**config.mk**
```make
export PLATFORM = sky130hd
export DESIGN_NAME = rdi_reset_ctrl
export DESIGN_NICKNAME = d
export VERILOG_FILES = /design/src/rtl/rdi_pkg.sv /design/src/rtl/bit_sync.sv /design/src/rtl/rdi_reset_ctrl.sv
export SDC_FILE = /design/constraint.sdc
export NUM_CORES = 1
export LEC_CHECK = 0
export CAP_MARGIN = 10
export CELL_PAD_IN_SITES_DETAIL_PLACEMENT = 0
export CELL_PAD_IN_SITES_GLOBAL_PLACEMENT = 2
export CORE_MARGIN = 4
export CORE_UTILIZATION = 31
export DETAILED_ROUTE_END_ITERATION = 8
export GPL_TIMING_DRIVEN = 0
export PLACE_DENSITY = 0.86
export SYNTH_ARGS = -nofsm -noshare
export SYNTH_HDL_FRONTEND = slang
export SYNTH_SLANG_ARGS = --single-unit
```
**constraint.sdc**
```tcl
create_clock -name i_clk_sb -period 4.6 [get_ports i_clk_sb]
set_input_delay 0.92 -clock i_clk_sb [delete_from_list [all_inputs] [get_ports i_clk_sb]]
set_output_delay 0.92 -clock i_clk_sb [all_outputs]
set_load 0.01 [all_outputs]
```
**src/rtl/rdi_pkg.sv**
```systemverilog
// Shared RDI definitions: the 4-bit RDI state encodings seen on the adapter
// interface and the internal state set of the reset controller.
package rdi_pkg;

  typedef enum logic [3:0] {
    RDI_NOP       = 4'b0000,
    RDI_ACTIVE    = 4'b0001,
    RDI_LINKRESET = 4'b1001,
    RDI_DISABLED  = 4'b1100
  } rdi_state_e;

  // Reported status RESET shares its code with the NOP request.
  localparam rdi_state_e RDI_RESET = RDI_NOP;

  typedef enum logic [2:0] {
    ST_RST_WAIT,
    ST_RST_IDLE,
    ST_ACTIVE,
    ST_LINKRESET,
    ST_DISABLED
  } fsm_state_e;

  // Unknown request codes collapse to NOP.
  function automatic rdi_state_e decode_req(input logic [3:0] req);
    rdi_state_e r;
    r = RDI_NOP;
    case (req)
      4'b0001: r = RDI_ACTIVE;
      4'b1001: r = RDI_LINKRESET;
      4'b1100: r = RDI_DISABLED;
      default: r = RDI_NOP;
    endcase
    return r;
  endfunction

  function automatic rdi_state_e encode_sts(input fsm_state_e st);
    rdi_state_e s;
    s = RDI_RESET;
    case (st)
      ST_ACTIVE:    s = RDI_ACTIVE;
      ST_LINKRESET: s = RDI_LINKRESET;
      ST_DISABLED:  s = RDI_DISABLED;
      default:      s = RDI_RESET;
    endcase
    return s;
  endfunction

endpackage

```
**src/rtl/bit_sync.sv**
```systemverilog
// Multi-flop synchroniser for a single level signal crossing into i_clk_sb.
// SYNC_STAGES is expected to be 2 or 3.
module bit_sync #(
  parameter int SYNC_STAGES = 2
) (
  input  logic i_clk_sb,
  input  logic i_rst_n,
  input  logic i_async,
  output logic o_sync
);

  logic [SYNC_STAGES-1:0] sync_q;

  // NOTE: sequential state uses non-blocking assignments so every flop samples
  // the pre-edge value of its neighbour; blocking here would collapse the chain.
  always_ff @(posedge i_clk_sb or negedge i_rst_n) begin
    if (!i_rst_n) begin
      sync_q <= '0;
    end else begin
      sync_q <= {sync_q[SYNC_STAGES-2:0], i_async};
    end
  end

  assign o_sync = sync_q[SYNC_STAGES-1];

endmodule

```
**src/rtl/rdi_reset_ctrl.sv**
```systemverilog
// RDI reset-state controller: enforces minimum Reset residency via the shared
// reset counter, then walks Reset/Active/LinkReset/Disabled on adapter requests.
module rdi_reset_ctrl
  import rdi_pkg::*;
#(
  parameter int   SYNC_STAGES   = 2,
  parameter logic CLK_DIV_RATIO = 1'b1
) (
  input  logic       i_clk_sb,
  input  logic       i_rst_n,
  input  logic [3:0] i_lp_state_req,
  input  logic       i_link_up,
  input  logic       i_reset_count_done,
  output logic       o_count_en,
  output logic       o_clk_div_ratio,
  output logic [3:0] o_pl_state_sts,
  output logic       o_state_chg
);

  fsm_state_e state_q, state_d;
  rdi_state_e req;
  rdi_state_e sts_d;
  logic       done_s;
  logic       armed_q;

  bit_sync #(.SYNC_STAGES(SYNC_STAGES)) u_done_sync (
    .i_clk_sb (i_clk_sb),
    .i_rst_n  (i_rst_n),
    .i_async  (i_reset_count_done),
    .o_sync   (done_s)
  );

  assign req             = decode_req(i_lp_state_req);
  assign o_clk_div_ratio = CLK_DIV_RATIO;

  // NOTE: next-state is defaulted to the current state before the case so
  // every path assigns it and no latch is inferred.
  always_comb begin
    state_d = state_q;
    case (state_q)
      ST_RST_WAIT: begin
        if (done_s && armed_q) state_d = ST_RST_IDLE;
      end
      ST_RST_IDLE: begin
        if (req == RDI_DISABLED)                  state_d = ST_DISABLED;
        else if (req == RDI_LINKRESET)            state_d = ST_LINKRESET;
        else if (req == RDI_ACTIVE && i_link_up)  state_d = ST_ACTIVE;
      end
      ST_ACTIVE: begin
        // Losing the link outranks any request arriving in the same cycle.
        if (!i_link_up)                 state_d = ST_RST_WAIT;
        else if (req == RDI_DISABLED)   state_d = ST_DISABLED;
        else if (req == RDI_LINKRESET)  state_d = ST_LINKRESET;
      end
      ST_LINKRESET: begin
        if (req == RDI_ACTIVE) state_d = ST_RST_WAIT;
      end
      ST_DISABLED: begin
        if (req == RDI_ACTIVE)          state_d = ST_RST_WAIT;
        else if (req == RDI_LINKRESET)  state_d = ST_LINKRESET;
      end
      default: state_d = ST_RST_WAIT;
    endcase
  end

  assign sts_d = encode_sts(state_d);

  always_ff @(posedge i_clk_sb or negedge i_rst_n) begin
    if (!i_rst_n) begin
      state_q        <= ST_RST_WAIT;
      armed_q        <= 1'b0;
      o_count_en     <= 1'b0;
      o_pl_state_sts <= RDI_RESET;
      o_state_chg    <= 1'b0;
    end else begin
      state_q        <= state_d;
      o_count_en     <= (state_d == ST_RST_WAIT);
      o_pl_state_sts <= sts_d;
      o_state_chg    <= (sts_d != o_pl_state_sts);
      // A done left high from the previous count must be seen low before it counts.
      if (state_d == ST_RST_WAIT && state_q != ST_RST_WAIT) begin
        armed_q <= 1'b0;
      end else if (state_q == ST_RST_WAIT && !done_s) begin
        armed_q <= 1'b1;
      end
    end
  end

endmodule

```
==> impl_metrics.env, run 1 <==
export IMPL_cts_buffers=3
export IMPL_cts_root_buffer="clkbuf_4"
export IMPL_worstPathRequired_ps=4750
export IMPL_worstSetupStartpointType="primary input"
export IMPL_use_met1_pct=10.4
export IMPL_hold_class="reg -> reg"
export IMPL_drtIter0Drc=3
export IMPL_path_clk_slew_ps=60
export IMPL_period_needed_ps=2530
export IMPL_start_util_pct=33.6
export IMPL_cts_hold_fix_buffers=0
export IMPL_drv_slew=0
export IMPL_vias_per_cell=4.63
export IMPL_synth_flop_cell="dfrtp_1"
export IMPL_syn_inst=53
export IMPL_crit_slowest_cell="clkdlybuf4s50_1"
export IMPL_grt_max_degree=12
export IMPL_antenna_found_initial=0
export IMPL_die_h_um=52.0
export IMPL_synth_most_common_cell="dfrtp_1"
export IMPL_dr_pass1_iters=2
export IMPL_clk_latency_ps=260
export IMPL_fmax_mhz=395
export IMPL_final_hold_viol_count=0
export IMPL_top_usage_layer="met2"
export IMPL_design_area_um2=777
export IMPL_num_io_pins=15
export IMPL_antenna_cells=0
export IMPL_synth_area_leaders="dfrtp_1, o21ai_2, a311o_4"
export IMPL_core_mm2=0.00178
export IMPL_setup_viol=0
export IMPL_ys_seq_elements=11
export IMPL_nets=78
export IMPL_synthArstFlopShare_pct=100
export IMPL_routedWlPerCell_um=11.6
export IMPL_post_dp_hpwl_um=882
export IMPL_worstPathArrival_ps=2680
export IMPL_post_cts_buffers=0
export IMPL_crit_start="i_lp_state_req[0]"
export IMPL_synthTopCellsByCount="dfrtp_1, inv_1, o21ai_2"
export IMPL_drv_cap=0
export IMPL_post_route_period_util_pct=55.1
export IMPL_totalNegativeSetupSlack_ps=0
export IMPL_grt_use_total_pct=9.61
export IMPL_rows=15
export IMPL_synth_top_cell_area_share_pct=45.9
export IMPL_grt_pass1_vias=433
export IMPL_syn_area_um2=599
export IMPL_worstHoldStart="u_done_sync.sync_q[0]"
export IMPL_vias=435
export IMPL_clock_skew_ps=4.54
export IMPL_p_leak_nw=0.348
export IMPL_r2r_cells=6
export IMPL_pwr_density_cell_mw_per_mm2=457
export IMPL_htreeDepth=1
export IMPL_drive_gt1_share_pct=21.7
export IMPL_yosysTopAreaCell="dfrtp_1"
export IMPL_cts_repair_resized=0
export IMPL_r2r_start="state_q[0]"
export IMPL_ant_nets=0
export IMPL_synth_nets=61
export IMPL_port_buffers=12
export IMPL_rrSetupSlack_ps=2810
export IMPL_worst_setup_path_end_kind="flip-flop"
export IMPL_min_to="u_done_sync.sync_q[1]"
export IMPL_ys_warn_count=0
export IMPL_synth_edff_count=0
export IMPL_syn_to_final_growth_pct=29.6
export IMPL_grt_overflow_total=0
export IMPL_clk_path_buf_depth=2
export IMPL_synth_avg_cell_area_um2=11.3
export IMPL_ys_types=29
export IMPL_path_cells="clkdlybuf4s50_1 -> or3b_4 -> o21ai_2 -> a21boi_1 -> a311o_4 -> nor3_4 -> o21ai_2"
export IMPL_path_class="in -> reg"
export IMPL_rsz0062_at_grt="no"
export IMPL_grt_use_met2_pct=16.1
export IMPL_outcome="finished clean"
export IMPL_route_detailed_drc=0
export IMPL_die_w_um=52.0
export IMPL_cts_tree="yes"
export IMPL_crit_top_cell="o21ai_2"
export IMPL_met3_usage_pct=3.44
export IMPL_place_congestion=0.763
export IMPL_cts_sinks=11
export IMPL_path_max_fanout=4
export IMPL_ys_seq_area_share_pct=45.9
export IMPL_r2r_end="o_state_chg"
export IMPL_die_area_mm2=0.00270
export IMPL_ir_drop_uv=161
export IMPL_slowest_delay_ps=480
export IMPL_wirelength_um=1090
export IMPL_whs_path_depth=0
export IMPL_grt_pass1_wl_um=1880
export IMPL_placed_cell_area_um2=751
-- critical path: cells and delay by family --
family,cells,cell delay (ps)
simple gates,2,610
buf+inv,1,480
compound gates,4,680
-- cell type report --
cell class              count  area [um2]
fillers                   174        1010
multi-input cells          36         294
flip-flops and latches     11         275
repair buffers             12         120
well taps                  25        31.3
clock buffers               4        26.3
plain buffers               2        15.0
inverters                   4        15.0
-- registers in the layout (all words and copies together) (netlist names) --
name,count
u_done_sync.sync_q,2
o_pl_state_sts,3
armed_q,1
o_state_chg,1
o_count_en,1
state_q,3
-- stage by stage --
stage | cells | utilization [%] | hold WS, ps | power, mW | setup WS [ps]
6_report | 94 | 43.6 | 375 | 0.355 | 2070
3_3_place_gp | 90 | 42.1 | 343 | 0.294 | 1790
2_1_floorplan | 53 | - | 331 | 0.245 | 2350
3_5_place_dp | 90 | 42.1 | 336 | 0.297 | 1790
4_1_cts | 94 | 43.6 | 385 | 0.362 | 2080
5_1_grt | 94 | 43.6 | 390 | 0.384 | 1890
-- per-layer routing --
metal | vias to the layer above | wire [um]
met5 | - | 0
met4 | 0 | 17
met3 | 2 | 25
met2 | 7 | 561
met1 | 204 | 484
li1 | 222 | -
-- logic make-up after synthesis --
logic type                synth area share, %
AOI/OAI and AO/OA                        25.1
DFF                                      45.9
and+or+nand+nor                          21.3
buffers and inverters                    5.01
xor gates and xnor gates                 1.46
other                                    1.25
-- worst max path at each step --
stage / to
4_1_cts: armed_q
2_1_floorplan: armed_q
5_1_grt: o_state_chg
3_5_place_dp: armed_q
6_report: armed_q
3_3_place_gp: o_state_chg
-- cell usage in the layout (no fill, tap or decap), types with 2 or more instances in the layout --
master and n:
clkbuf_4 3, o21ai_1 2, o21ai_2 3, nor3_1 2, o21ai_0 2, dfrtp_1 11, inv_1 4, nor3b_1 2
clkdlybuf4s50_1 12, buf_4 2, conb_1 2, o21bai_1 2, nand3b_1 2, a21o_1 2
-- power by group --
part,internal [mW],leakage (nW),switching (mW)
clock network,0.0335,0.0150,0.0295
registers,0.121,0.140,0.0232
logic,0.0835,0.194,0.0650
total,0.238,0.348,0.118
Note: power is estimated with default switching activity, not from simulation.
==> run 2, diff against run 1 <==
--- a/config.mk
+++ b/config.mk
@@ -9,10 +9,10 @@
 export CELL_PAD_IN_SITES_DETAIL_PLACEMENT = 0
 export CELL_PAD_IN_SITES_GLOBAL_PLACEMENT = 2
 export CORE_MARGIN = 4
-export CORE_UTILIZATION = 31
+export CORE_UTILIZATION = 29
 export DETAILED_ROUTE_END_ITERATION = 8
 export GPL_TIMING_DRIVEN = 0
-export PLACE_DENSITY = 0.86
+export PLACE_DENSITY = 0.82
 export SYNTH_ARGS = -nofsm -noshare
 export SYNTH_HDL_FRONTEND = slang
 export SYNTH_SLANG_ARGS = --single-unit
==> constraint.sdc (replaced) <==
create_clock -name i_clk_sb -period 2.6 [get_ports i_clk_sb]
set_input_delay 0.52 -clock i_clk_sb [delete_from_list [all_inputs] [get_ports i_clk_sb]]
set_output_delay 0.52 -clock i_clk_sb [all_outputs]
set_load 0.01 [all_outputs]
==> run 2 against run 1 <==
Against the previous run: non-clock buffer count unchanged; first-iteration DRC count down 33%; highest routed layer is now met3; critical path depth is the same.
==> impl_metrics.env, run 2 (same netlist as run 1, synthesis figures left out) <==
export IMPL_clk_path_buf_depth=2
export IMPL_p_leak_nw=0.348
export IMPL_place_congestion=0.696
export IMPL_drtIter0Drc=2
export IMPL_post_dp_hpwl_um=862
export IMPL_worst_setup_path_end_kind="flip-flop"
export IMPL_final_common_cell="clkdlybuf4s50_1"
export IMPL_worstPathRequired_ps=2740
export IMPL_drv_cap=0
export IMPL_core_mm2=0.00196
export IMPL_post_cts_buffers=0
export IMPL_pre_cts_ws_ps=190
export IMPL_start_util_pct=30.5
export IMPL_route_detailed_drc=0
export IMPL_cts_buffers=3
export IMPL_final_cell_mix="clkdlybuf4s50_1, dfrtp_1, inv_1, o21ai_2, clkbuf_4"
export IMPL_grt_max_degree=12
export IMPL_power_net_switching_mw=0.202
export IMPL_hold_class="reg -> reg"
export IMPL_cts_root_buffer="clkbuf_4"
export IMPL_dr_pass1_iters=2
export IMPL_cts_hold_fix_buffers=0
export IMPL_p_total_mw=0.622
export IMPL_clock_skew_ps=1.01
export IMPL_path_class="in -> reg"
export IMPL_routedWlPerCell_um=11.0
export IMPL_die_h_um=53.5
export IMPL_pwr_density_cell_mw_per_mm2=798
export IMPL_num_io_pins=15
export IMPL_path_max_fanout=4
export IMPL_drv_slew=0
export IMPL_fmax_mhz=471
export IMPL_antenna_cells=0
export IMPL_placed_cells=92
export IMPL_grt_pass1_wl_um=1950
export IMPL_grt_use_total_pct=9.73
export IMPL_vias=423
export IMPL_n_fill_cell=215
export IMPL_post_route_period_util_pct=81.6
export IMPL_worstPathArrival_ps=2260
export IMPL_stdcell_count=96
export IMPL_vias_per_cell=4.41
export IMPL_htreeDepth=1
export IMPL_path_clk_slew_ps=60
export IMPL_cts_tree="yes"
export IMPL_drive_gt1_share_pct=21.7
export IMPL_outcome="finished clean"
export IMPL_syn_to_final_growth_pct=30.1
export IMPL_worstSetupStartpointType="primary input"
export IMPL_totalNegativeSetupSlack_ps=0
export IMPL_final_hold_viol_count=0
export IMPL_die_w_um=53.5
export IMPL_clockPowerShare_pct=17.4
export IMPL_port_buffers=12
export IMPL_nets=78
export IMPL_rsz0062_at_grt="no"
export IMPL_switching_share_pct=32.5
export IMPL_period_needed_ps=2120
export IMPL_antenna_found_initial=0
export IMPL_worst_slack_ps=479
export IMPL_grt_overflow_total=0
export IMPL_die_area_mm2=0.00286
export IMPL_pwr_share_seq_pct=40.8
export IMPL_grt_pass1_vias=438
export IMPL_clk_latency_ps=260
export IMPL_setup_viol=0
export IMPL_intPower_mw=0.420
export IMPL_ir_drop_uv=513
export IMPL_wirelength_um=1050
export IMPL_top_regs="o_pl_state_sts (3), state_q (3), u_done_sync.sync_q (2)"
export IMPL_p_comb_share_pct=41.8
export IMPL_cts_repair_resized=0
export IMPL_ant_nets=0
export IMPL_rows=16
export IMPL_final_util_pct=39.7
export IMPL_cts_sinks=11
[run 2: power by group through the flow]
stage	clock [mW]	combinational, mW	sequential (mW)
after floorplan	0	0.174	0.260
after global placement	0	0.263	0.257
after detailed placement	0	0.264	0.257
after CTS	0.115	0.265	0.254
after global routing	0.131	0.294	0.263
final	0.108	0.260	0.254
[run 2: per-layer routing]
metal  GRT usage [%]  wire length, um  part of all wire, %
met3            5.07               55                  5.2
met5               0                0                    0
met2            15.3              536                   51
met1            11.5              460                   44
met4            2.55                0                    0
[run 2: path summary, 6_finish.rpt]
check | from | to | slack (ps) | depth (start not counted)
max | i_lp_state_req[0] | armed_q | 480 | 7
min reg2reg | u_done_sync.sync_q[0] | u_done_sync.sync_q[1] | 360 | 0
max in group asynchronous | i_rst_n | u_done_sync.sync_q[1] | 1690 | 1
min | u_done_sync.sync_q[0] | u_done_sync.sync_q[1] | 360 | 0
min in group asynchronous | i_rst_n | o_pl_state_sts[0] | 590 | 1
max reg2reg | state_q[0] | o_state_chg | 810 | 6
[run 2: cell type report]
class	instances	area [um2]	area share, %
buffer	2	15.0	1.93
clock buffer	4	26.3	3.37
inverter	4	15.0	1.93
multi-input combinational	36	294	37.7
sequential	11	275	35.3
tap	27	33.8	4.33
timing repair buffer	12	120	15.4
[run 2: stage by stage]
step | cell area [um2] | hold WS (ps)
finish | 779 | 358
global route | 779 | 378
CTS | 779 | 362
detailed placement | 753 | 343
global placement | 753 | 338
floorplan | 599 | 224
[run 2: worst max-delay path, stage by stage]
cell and delay, ps:
clkdlybuf4s50_1 480, or3b_4 410, o21ai_2 110, a21boi_1 70
a311o_4 420, nor3_4 190, o21ai_2 60
